<file path="config.mk">
export PLATFORM = sky130hd
export DESIGN_NAME = imem_loader_flat
export DESIGN_NICKNAME = d
export VERILOG_FILES = /design/src/rtl/imem_loader_pkg.sv /design/src/rtl/imem_loader_if.sv /design/src/rtl/imem_loader_le_byte_assembler.sv /design/src/rtl/imem_loader.sv /design/src/flat_wrapper.sv
export SDC_FILE = /design/constraint.sdc
export NUM_CORES = 1
export LEC_CHECK = 0
export BUFFER_PORTS_ARGS = -buffer_cell sky130_fd_sc_hd__buf_4
export CAP_MARGIN = 15
export CORE_MARGIN = 2
export CORE_UTILIZATION = 61
export CTS_BUF_LIST = sky130_fd_sc_hd__clkbuf_8
export DETAILED_ROUTE_END_ITERATION = 8
export MAX_ROUTING_LAYER = met4
export PLACE_DENSITY_LB_ADDON = 0.25
export SETUP_SLACK_MARGIN = 0.4
export SLEW_MARGIN = 30
export SYNTH_ARGS = -nofsm -noshare
export SYNTH_HDL_FRONTEND = slang
export SYNTH_SLANG_ARGS = --single-unit
</file>
<file path="constraint.sdc">
create_clock -name clk -period 3.7 [get_ports clk]
set_input_delay 0.555 -clock clk [delete_from_list [all_inputs] [get_ports clk]]
set_output_delay 0.555 -clock clk [all_outputs]
set_load 0.02 [all_outputs]
</file>
<file path="src/rtl/imem_loader_pkg.sv">
// Shared types and constants for the instruction-memory loader.
// Holds the FSM state encoding, header size and counter-width helper.
package imem_loader_pkg;

    typedef enum logic [2:0] {
        IDLE,
        HDR,
        LOAD,
        CHK,
        DONE,
        ERR
    } state_t;

    localparam int HDR_BYTES      = 4;
    localparam int ADDR_WIDTH_DEF = 12;
    localparam int CNT_WIDTH      = ADDR_WIDTH_DEF + 1;

    // One extra bit so a full-memory length still fits in the counter.
    function automatic int cnt_width(input int addr_width);
        return addr_width + 1;
    endfunction

endpackage

</file>
<file path="src/rtl/imem_loader_if.sv">
// Byte stream in / memory byte-write out bundle of the loader.
// The loader is the slave side; a host or bench drives the master side.
interface imem_loader_if #(
    parameter int ADDR_WIDTH = 12,
    parameter int BYTE_WIDTH = 8
);

    logic                  in_valid;
    logic [BYTE_WIDTH-1:0] in_data;
    logic                  in_ready;
    logic                  wr_en;
    logic [ADDR_WIDTH-1:0] wr_addr;
    logic [BYTE_WIDTH-1:0] wr_data;

    modport master (
        output in_valid, in_data,
        input  in_ready, wr_en, wr_addr, wr_data
    );

    modport slave (
        input  in_valid, in_data,
        output in_ready, wr_en, wr_addr, wr_data
    );

endinterface

</file>
<file path="src/rtl/imem_loader_le_byte_assembler.sv">
// Little-endian word assembler: byte k of a sequence lands in bits [8k+7:8k].
// word_next exposes the word with the current byte inserted, so a caller can act on the final byte in the same cycle.
module le_byte_assembler #(
    parameter int BYTE_WIDTH = 8,
    parameter int NUM_BYTES  = 4,
    localparam int IDX_W     = (NUM_BYTES > 1) ? $clog2(NUM_BYTES) : 1,
    localparam int WORD_W    = NUM_BYTES * BYTE_WIDTH
) (
    input  logic                  clk,
    input  logic                  rst_n,
    input  logic                  clear,
    input  logic                  load,
    input  logic [BYTE_WIDTH-1:0] byte_in,
    output logic [WORD_W-1:0]     word,
    output logic [WORD_W-1:0]     word_next,
    output logic [IDX_W-1:0]      idx,
    output logic                  last
);

    always_comb begin
        word_next = word;
        word_next[idx*BYTE_WIDTH +: BYTE_WIDTH] = byte_in;
    end

    assign last = (idx == IDX_W'(NUM_BYTES - 1));

    always_ff @(posedge clk or negedge rst_n) begin
        if (!rst_n) begin
            word <= '0;
            idx  <= '0;
        end else if (clear) begin
            word <= '0;
            idx  <= '0;
        end else if (load) begin
            word <= word_next;
            idx  <= idx + IDX_W'(1);
        end
    end

endmodule

</file>
<file path="src/rtl/imem_loader.sv">
// Framed byte-stream loader: header LEN, LEN payload bytes, additive checksum trailer.
// Payload bytes are written one cycle after acceptance to consecutive memory addresses from 0.
module imem_loader
    import imem_loader_pkg::*;
#(
    parameter int ADDR_WIDTH = 12,
    parameter int BYTE_WIDTH = 8,
    parameter int MEM_BYTES  = 4096
) (
    input  logic                  clk,
    input  logic                  rst_n,
    input  logic                  start,
    imem_loader_if.slave          bus,
    output logic                  busy,
    output logic                  cpu_hold,
    output logic                  done,
    output logic                  error,
    output logic [BYTE_WIDTH-1:0] checksum
);

    localparam int CNT_W = cnt_width(ADDR_WIDTH);
    localparam int LEN_W = HDR_BYTES * BYTE_WIDTH;

    state_t                  state;
    logic [CNT_W-1:0]        cnt;
    logic [CNT_W-1:0]        cnt_next;
    logic                    accept;
    logic [LEN_W-1:0]        len_word;
    logic [LEN_W-1:0]        len_next;
    logic [$clog2(HDR_BYTES)-1:0] hdr_idx;
    logic                    hdr_last;
    logic                    last_payload;
    logic                    oversize;

    logic                    vld_p1;
    logic [ADDR_WIDTH-1:0]   wr_addr_p1;
    logic [BYTE_WIDTH-1:0]   wr_data_p1;

    assign bus.in_ready = (state == HDR) || (state == LOAD) || (state == CHK);
    assign accept       = bus.in_valid && bus.in_ready;

    le_byte_assembler #(
        .BYTE_WIDTH (BYTE_WIDTH),
        .NUM_BYTES  (HDR_BYTES)
    ) u_len_asm (
        .clk       (clk),
        .rst_n     (rst_n),
        .clear     ((state == IDLE) && start),
        .load      (accept && (state == HDR)),
        .byte_in   (bus.in_data),
        .word      (len_word),
        .word_next (len_next),
        .idx       (hdr_idx),
        .last      (hdr_last)
    );

    assign cnt_next     = cnt + CNT_W'(1);
    assign last_payload = (LEN_W'(cnt_next) == len_word);
    assign oversize     = (len_next > LEN_W'(MEM_BYTES));

    always_ff @(posedge clk or negedge rst_n) begin
        if (!rst_n) begin
            state      <= IDLE;
            cnt        <= '0;
            busy       <= 1'b0;
            done       <= 1'b0;
            error      <= 1'b0;
            checksum   <= '0;
            vld_p1     <= 1'b0;
            wr_addr_p1 <= '0;
            wr_data_p1 <= '0;
        end else begin
            vld_p1 <= 1'b0;
            done   <= 1'b0;
            case (state)
                IDLE: begin
                    if (start) begin
                        state    <= HDR;
                        busy     <= 1'b1;
                        error    <= 1'b0;
                        checksum <= '0;
                        cnt      <= '0;
                    end
                end
                HDR: begin
                    if (accept && hdr_last) begin
                        if (oversize) begin
                            state <= ERR;
                            error <= 1'b1;
                            busy  <= 1'b0;
                        end else if (len_next == '0) begin
                            state <= CHK;
                        end else begin
                            state <= LOAD;
                        end
                    end
                end
                // write stage p1: byte accepted here appears on the memory port next cycle
                LOAD: begin
                    if (accept) begin
                        vld_p1     <= 1'b1;
                        wr_addr_p1 <= cnt[ADDR_WIDTH-1:0];
                        wr_data_p1 <= bus.in_data;
                        cnt        <= cnt_next;
                        checksum   <= checksum + bus.in_data;
                        if (last_payload) begin
                            state <= CHK;
                        end
                    end
                end
                CHK: begin
                    if (accept) begin
                        if (bus.in_data == checksum) begin
                            state <= DONE;
                            done  <= 1'b1;
                        end else begin
                            state <= ERR;
                            error <= 1'b1;
                            busy  <= 1'b0;
                        end
                    end
                end
                DONE: begin
                    state <= IDLE;
                    busy  <= 1'b0;
                end
                ERR: begin
                    state <= IDLE;
                end
                default: begin
                    state <= IDLE;
                end
            endcase
        end
    end

    assign bus.wr_en   = vld_p1;
    assign bus.wr_addr = wr_addr_p1;
    assign bus.wr_data = wr_data_p1;
    assign cpu_hold    = busy;

endmodule

</file>
<file path="src/flat_wrapper.sv">
// flat-port wrapper written by rule: the top's interface ports become plain ports
module imem_loader_flat import imem_loader_pkg::*;
#(
    parameter int ADDR_WIDTH = 12,
    parameter int BYTE_WIDTH = 8,
    parameter int MEM_BYTES  = 4096
)
  (clk, rst_n, start, busy, cpu_hold, done, error, checksum, bus_in_valid, bus_in_data, bus_in_ready, bus_wr_en, bus_wr_addr, bus_wr_data);
  imem_loader_if #(.ADDR_WIDTH(ADDR_WIDTH), .BYTE_WIDTH(BYTE_WIDTH)) bus_i ();
  input  logic clk;
  input  logic rst_n;
  input  logic start;
  output logic busy;
  output logic cpu_hold;
  output logic done;
  output logic error;
  output logic [BYTE_WIDTH-1:0] checksum;
  input wire logic [$bits(bus_i.in_valid)-1:0] bus_in_valid;
  input wire logic [$bits(bus_i.in_data)-1:0] bus_in_data;
  output wire logic [$bits(bus_i.in_ready)-1:0] bus_in_ready;
  output wire logic [$bits(bus_i.wr_en)-1:0] bus_wr_en;
  output wire logic [$bits(bus_i.wr_addr)-1:0] bus_wr_addr;
  output wire logic [$bits(bus_i.wr_data)-1:0] bus_wr_data;
  assign bus_i.in_valid = bus_in_valid;
  assign bus_i.in_data = bus_in_data;
  assign bus_in_ready = bus_i.in_ready;
  assign bus_wr_en = bus_i.wr_en;
  assign bus_wr_addr = bus_i.wr_addr;
  assign bus_wr_data = bus_i.wr_data;
  imem_loader #(.ADDR_WIDTH(ADDR_WIDTH), .BYTE_WIDTH(BYTE_WIDTH), .MEM_BYTES(MEM_BYTES)) u_core (.clk(clk), .rst_n(rst_n), .start(start), .bus(bus_i), .busy(busy), .cpu_hold(cpu_hold), .done(done), .error(error), .checksum(checksum));
endmodule
</file>
==> results of run 1 <==
## routing by layer
metal	vias to the layer above	share of wire
met5	-	0
met4	0	0.029
met3	37	0.069
met2	175	0.47
met1	1877	0.43
li1	1844	-
## final timing paths
check                                         from  slack [ns]                   endpoint  cells after the start
setup / recovery           u_core.u_len_asm.idx[0]        0.87                u_core.busy                      9
hold reg to reg             u_core.bus.wr_addr[11]        0.48     u_core.bus.wr_addr[11]                      2
setup reg to reg           u_core.u_len_asm.idx[0]        0.87                u_core.busy                      9
max in group asynchronous                    rst_n        2.96  u_core.u_len_asm.word[17]                      1
hold / removal                               rst_n        0.21      u_core.bus.wr_addr[9]                      1
min in group clk                      bus_in_valid        0.43            u_core.state[1]                      2
## logic make-up (layout without fill, tap and decap cells)
logic type,after synthesis,count (layout)
XOR/XNOR,27,27
flip-flops,82,82
adder cells (fa/ha/maj),14,14
AND/OR/NAND/NOR,231,231
AO/OA/AOI/OAI,113,113
buffers and inverters,44,76
multiplexers,2,2
## layout make-up
| cell class | instances | area share |
|---|---|---|
| Clock buffer | 9 | 0.02443 |
| Clock inverter | 7 | 0.01974 |
| Inverter | 11 | 0.008142 |
| Multi-Input combinational cell | 387 | 0.4454 |
| Sequential cell | 82 | 0.4046 |
| Tap cell | 99 | 0.02443 |
| Timing Repair Buffer | 49 | 0.07328 |
## sequential cells by signal, indices dropped and copies added (netlist names)
register	flops
u_core.bus.wr_data	8
u_core.error	1
u_core.cnt	13
u_core.u_len_asm.idx	2
u_core.bus.wr_addr	12
u_core.state	3
u_core.busy	1
u_core.u_len_asm.word	32
u_core.checksum	8
u_core.done	1
u_core.bus.wr_en	1
## power breakdown
group / switching (mW) / total (mW) / internal, mW
Clock: 0.349 / 0.736 / 0.387
Combinational: 0.982 / 1.66 / 0.674
Sequential: 0.239 / 1.37 / 1.13
Total: 1.57 / 3.76 / 2.19
## critical path: stages (launching register included)
cell and delay (ns):
dfrtp_1 0.54, inv_2 0.10, ha_1 0.41, nand4b_1 0.23, o21bai_1 0.14, o221ai_1 0.12
nor4_1 0.44, o2111ai_1 0.19, and4bb_1 0.29, a221oi_2 0.26
## through the flow
| step | setup slack, ns | util | power, mW | std cells |
|---|---|---|---|---|
| after detailed placement | 0.9238 | 0.6755 | 3.019 | 628 |
| after floorplan | 1.046 | - | 2.505 | 513 |
| final | 0.8716 | 0.7067 | 3.758 | 644 |
| after global placement | 1.049 | 0.6750 | 2.958 | 628 |
| after global routing | 0.6393 | 0.7067 | 4.009 | 644 |
| after CTS | 0.8945 | 0.7067 | 3.753 | 644 |
## cell usage in the layout, fill, tap and decap left out, types with 3 or more instances in the layout
| cell type | count |
|---|---|
| nand2_1 | 101 |
| dfrtp_1 | 82 |
| buf_4 | 48 |
| nor2_1 | 46 |
| o21ai_0 | 31 |
| a21oi_1 | 28 |
| nand3_1 | 27 |
| a22oi_1 | 17 |
| xnor2_1 | 16 |
| nor3_1 | 14 |
| ha_1 | 13 |
| xor2_1 | 11 |
| clkbuf_8 | 9 |
| inv_1 | 8 |
| nor4_1 | 8 |
| o21ai_1 | 8 |
| nand4_1 | 5 |
| o31ai_1 | 5 |
| o21bai_1 | 4 |
| and2_1 | 4 |
| inv_2 | 3 |
| a31oi_1 | 3 |
| a211oi_1 | 3 |
| a22o_1 | 3 |
| inv_6 | 3 |
==> run_results.csv, run 1 <==
group,metric,value,unit
logic_synthesis,synth_area_leaders,"dfrtp_1 (46%), nand2_1 (8.4%), nor2_1 (3.9%)",
logic_synthesis,yosys_warnings,0,
setup_path,path_max_fanout,9,
timing,holdWs,0.2070,ns
setup_path,crit_type,"reg -> reg",
logic_synthesis,syn-num-nets,539,
die,io_pins,46,
timing,slew_headroom,0.3876,
logic_synthesis,synth_compound_area_frac,0.1552,
die,die-height,89.79,microns
logic_synthesis,synth_area,4489,sq um
drt,drt_iter0_markers,365,
cts,post_cts_resized,0,
power_and_ir_drop,powerDensity,741.0,nW/um^2
cts,cts_setup_buffers,0,
logic_synthesis,avgSynthCellArea,8.751,sq um
global_routing,grt.overflow.total,0,
logic_synthesis,ys_async_sr_fraction,1.000,
global_routing,grt_pass1_wl,18.24,mm
power_and_ir_drop,p_leak,2.402,nW
global_routing,grt_pass1_vias,3665,
cts,cts-root-buf,"clkbuf_8",
global_routing,grt_max_degree,83,
die,die_area,8061,sq um
cts,numCtsBuffers,9,
global_routing,top_usage_layer,"met2",
global_routing,use_met1,0.3897,
timing,fmax,353.6,MHz
placement,place.gp.congestion,0.9470,
logic_synthesis,synth_top_family_by_area,"simple AND/OR/NAND/NOR gates",
setup_path,critPathArrivalTime,3.09,ns
power_and_ir_drop,ir_worst_vdd,0.3835,mV
logic_synthesis,synth-seq-cells,82,
final_layout,nFillCells,531,
logic_synthesis,yosys.area_share.simple,0.2494,
logic_synthesis,yosysUniqueCellTypes,57,
timing,hold_viol,0,
die,row_count,31,
die,start_util,0.6256,
cts,htreeDepth,3,
final_layout,final_area,5071,sq um
flow_run,maxCapViolCount,0,
logic_synthesis,synth_commonest_cells,"nand2_1 (101), dfrtp_1 (82), nor2_1 (47), o21ai_0 (31), a21oi_1 (28)",
timing,drv_slew,0,
final_layout,fin_nets,566,
placement,dp_hpwl,7.400,mm
cts,clk_pin_slew,0.09,ns
cts,cts_tree,"built",
final_layout,multi_input_area,2258,sq um
setup_path,startpoint_type,"flop",
timing,skew,0.008900,ns
outcome,outcome,"complete, no violations",
final_layout,area.growth.synth_to_final,12.96,%
final_layout,antenna_cells,0,
global_routing,gr-usage-met2,0.4451,
logic_synthesis,synth_xor_area_frac,0.05268,
die,die_w,89.79,microns
setup_path,required,3.96,ns
logic_synthesis,synth_top_area_cell,"dfrtp_1",
drt,postRouteAntennaNets,0,
drt,drtPass1Iterations,6,
logic_synthesis,synth_top_area_share,0.4571,
drt,drcViolationCount,0,
final_layout,drive_gt1_frac,0.1523,
global_routing,global_route.usage.total,0.2867,
drt,vias,3933,
timing,setup_viol,0,
global_routing,antenna_found_initial,0,
worst_hold_path,worstHoldPathType,"in -> async",
timing,rsz0062_at_grt,"no",
placement,portBuffers,45,
logic_synthesis,syn-instance-count,513,
placement,placed_cell_area,4847,sq um
logic_synthesis,synth_mux_area_frac,0.004459,
logic_synthesis,synth.most_common_cell,"nand2_1",
cts,hold_buffers,0,
logic_synthesis,synth_ff_type,"dfrtp_1",
timing,layout_worst_path_cycle_share,0.7644,
logic_synthesis,synthAdderAreaFrac,0.04069,
global_routing,use_met3,0.03940,
final_layout,register_area,2052,sq um
cts,clock_path_buffers,2,
logic_synthesis,ys_seq_area_frac,0.4571,
setup_path,endpoint_kind,"flop",
drt,via_per_inst,6.107,
drt,wl_per_cell,17.01,microns
drt,routed_wl,10.96,mm
cts,cts.sinks,82,
logic_synthesis,synth-edff-count,0,
die,core-area,7176,sq um
cts,clk_latency,0.36,ns
timing,tightest_slew,0.9151,ns
timing,timing.setup.tns,0,ns
timing,period_needed,2.828,ns
No activity file was read; power rests on OpenSTA's default activity.
==> run 2: changes to the inputs <==
--- a/config.mk
+++ b/config.mk
@@ -5,10 +5,11 @@
 export SDC_FILE = /design/constraint.sdc
 export NUM_CORES = 1
 export LEC_CHECK = 0
+export ABC_AREA = 1
 export BUFFER_PORTS_ARGS = -buffer_cell sky130_fd_sc_hd__buf_4
 export CAP_MARGIN = 15
 export CORE_MARGIN = 2
-export CORE_UTILIZATION = 61
+export CORE_UTILIZATION = 62
 export CTS_BUF_LIST = sky130_fd_sc_hd__clkbuf_8
 export DETAILED_ROUTE_END_ITERATION = 8
 export MAX_ROUTING_LAYER = met4
==> constraint.sdc (replaced) <==
create_clock -name clk -period 2.85 [get_ports clk]
set_input_delay 0.4275 -clock clk [delete_from_list [all_inputs] [get_ports clk]]
set_output_delay 0.4275 -clock clk [all_outputs]
set_load 0.02 [all_outputs]
==> run_results.csv, run 2 <==
group,metric,value,unit
die,io_pins,46,
logic_synthesis,ys_async_sr_fraction,1.000,
die,die_w,92.06,microns
setup_path,endpoint_kind,"flop",
setup_path,r2r-start,"u_core.u_len_asm.idx[0]",
timing,period_needed,2.255,ns
drt,routed_wl,12.19,mm
final_layout,largest_reg_flops,32,
timing,skew,0.01418,ns
power_and_ir_drop,power.switching,2.233,mW
die,die-height,92.06,microns
final_layout,area.growth.synth_to_final,14.32,%
final_layout,top_register,"u_core.u_len_asm.word",
power_and_ir_drop,ir_worst_vdd,0.5545,mV
drt,wl_per_cell,14.78,microns
setup_path,crit_type,"reg -> reg",
power_and_ir_drop,p_int,2.925,mW
setup_path,startpoint_type,"flop",
cts,cts.sinks,82,
timing,fmax,443.5,MHz
cts,hold_buffers,0,
timing,drv_slew,0,
timing,timing.setup.tns,0,ns
logic_synthesis,synth-edff-count,0,
logic_synthesis,avgSynthCellArea,7.080,sq um
drt,via_per_inst,5.792,
global_routing,grt_pass1_wl,20.54,mm
global_routing,antenna_found_initial,0,
drt,drt_iter0_markers,414,
power_and_ir_drop,total_power,5.159,mW
timing,tightest_slew,0.7589,ns
logic_synthesis,ys_seq_area_frac,0.4269,
die,row_count,32,
logic_synthesis,syn-num-nets,705,
logic_synthesis,yosysUniqueCellTypes,30,
power_and_ir_drop,p_sw_frac,0.4329,
timing,rsz0062_at_grt,"yes",
setup_path,required,3.10,ns
logic_synthesis,synth_area_leaders,"dfrtp_1 (43%), nand2_1 (16%), o21ai_0 (6.9%)",
worst_hold_path,worstHoldPathType,"in -> async",
cts,clk_latency,0.36,ns
logic_synthesis,synth_area,4807,sq um
logic_synthesis,synth_commonest_cells,"nand2_1 (202), nor2_1 (84), dfrtp_1 (82), o21ai_0 (66), inv_1 (62)",
setup_path,r2r_cells,15,
setup_path,r2r_setup_slack,0.59,ns
final_layout,nFillCells,603,
placement,portBuffers,45,
power_and_ir_drop,share_seq_of_total_power,0.347,
drt,drtPass1Iterations,5,
cts,htreeDepth,3,
cts,clk_pin_slew,0.09,ns
die,core-area,7607,sq um
final_layout,drive_gt1_frac,0.1176,
timing,layout_worst_path_cycle_share,0.7912,
final_layout,final_common_cell,"nand2_1",
placement,place.gp.congestion,0.9696,
timing,setup_viol,0,
timing,hold_viol,0,
power_and_ir_drop,powerDensity,938.8,nW/um^2
placement,dp_hpwl,8.430,mm
drt,postRouteAntennaNets,0,
logic_synthesis,synth-seq-cells,82,
power_and_ir_drop,pwr-share-comb,0.466,
setup_path,critPathArrivalTime,2.51,ns
die,die_area,8474,sq um
cts,numCtsBuffers,9,
power_and_ir_drop,p_leak,2.748,nW
setup_path,rr_endpoint,"u_core.state[0]",
cts,cts_tree,"built",
global_routing,global_route.usage.total,0.3094,
final_layout,antenna_cells,0,
final_layout,final_cell_mix,"nand2_1 (201), nor2_1 (83), dfrtp_1 (81)",
cts,clock_path_buffers,2,
global_routing,grt_max_degree,83,
global_routing,grt_pass1_vias,4585,
logic_synthesis,synth_top_area_cell,"dfrtp_1",
final_layout,fin_nets,744,
die,start_util,0.6319,
setup_path,path_max_fanout,11,
logic_synthesis,yosys_warnings,0,
global_routing,grt.overflow.total,0,
logic_synthesis,synth_top_area_share,0.4269,
cts,cts-root-buf,"clkbuf_8",
logic_synthesis,synth.most_common_cell,"nand2_1",
logic_synthesis,synth_ff_type,"dfrtp_1",
outcome,outcome,"complete, no violations",
logic_synthesis,syn-instance-count,679,
timing,slew_headroom,0.4941,
flow_run,maxCapViolCount,0,
power_and_ir_drop,power.share.clock,0.187,
drt,drcViolationCount,0,
drt,vias,4778,
run 2: cell types whose count changed in the layout (fill, tap and decap cells not counted), sizes merged, moves of 12 or more:
cell | before | now
inv | 14 | 65
a22oi | 17 | 0
nand3 | 29 | 52
nor3 | 16 | 4
xnor2 | 16 | 3
nand2 | 101 | 203
o21ai | 39 | 68
nor2 | 49 | 89
run 2: power groups by stage:
stage	clock [mW]	combinational (mW)	sequential (mW)
finish	0.965	2.40	1.79
global route	1.02	2.70	1.83
CTS	0.973	2.34	1.79
detailed placement	0	2.27	1.81
global placement	0	2.19	1.79
floorplan	0	1.49	1.92
run 2: worst max path at each step:
| stage | start | endpoint | cells after the start |
|---|---|---|---|
| 3_3_place_gp | u_core.u_len_asm.idx[0] | u_core.error | 14 |
| 6_report | u_core.u_len_asm.idx[0] | u_core.state[0] | 15 |
| 2_1_floorplan | u_core.u_len_asm.idx[0] | u_core.error | 15 |
| 4_1_cts | u_core.u_len_asm.idx[0] | u_core.state[0] | 15 |
| 5_1_grt | u_core.u_len_asm.idx[0] | u_core.state[0] | 15 |
| 3_5_place_dp | u_core.u_len_asm.idx[0] | u_core.error | 14 |
run 2: logic make-up after synthesis:
logic type / count (synthesis) / share of synthesized area
XOR/XNOR: 5 / 0.009112
adder cells (fa/ha/maj): 14 / 0.03800
buffers and inverters: 88 / 0.07392
AO/OA/AOI/OAI: 126 / 0.1387
AND/OR/NAND/NOR: 364 / 0.3134
flip-flops: 82 / 0.4269
run 2: timing repair:
action                                 in CTS  in global routing
gates resized for setup                     6                  5
buffers inserted                            0                  2
endpoints found under the hold margin       0                  0
setup endpoints to repair                   5                 18
run 2: metal layers:
metal / global-route usage / up-vias / routed length (microns)
li1: - / 2287 / -
met1: 0.3724 / 2258 / 4987
met2: 0.5208 / 191 / 6071
met3: 0.05259 / 42 / 727
met4: 0.1244 / 0 / 404
met5: - / - / 0
run 2: through the flow:
stage               cells  utilization  hold slack, ns  setup slack, ns  instance area (sq um)
global placement      807       0.6847          0.4565           0.3855                   5209
floorplan             679            -          0.1319           0.7447                   4807
finish                825       0.7224         0.07468           0.5950                   5495
CTS                   823       0.7189          0.1380           0.5042                   5469
detailed placement    807       0.6852          0.4603           0.2861                   5213
global route          825       0.7224          0.1707           0.3365                   5495
run 2: area by class of cell:
cell class | count | area [sq um] | share of cell area
clock inverter | 6 | 90.09 | 0.01639
multi-input combinational | 509 | 2437 | 0.4435
timing repair buffer | 51 | 399.1 | 0.07263
inverter | 65 | 250.2 | 0.04554
tap | 102 | 127.6 | 0.02322
clock buffer | 10 | 137.6 | 0.02505
sequential | 82 | 2053 | 0.3736
run 2: worst max-delay path: stages, from the launching register on:
cell	delay, ns
dfrtp_2	0.46
inv_2	0.18
ha_4	0.24
inv_1	0.11
nand2_4	0.12
nor2_1	0.08
a21oi_1	0.18
nand2_1	0.08
nor2_1	0.08
nand2_1	0.08
nor2_2	0.17
nand3_1	0.11
nand2_1	0.07
nand3_1	0.08
nand2_1	0.07
nand2_1	0.05
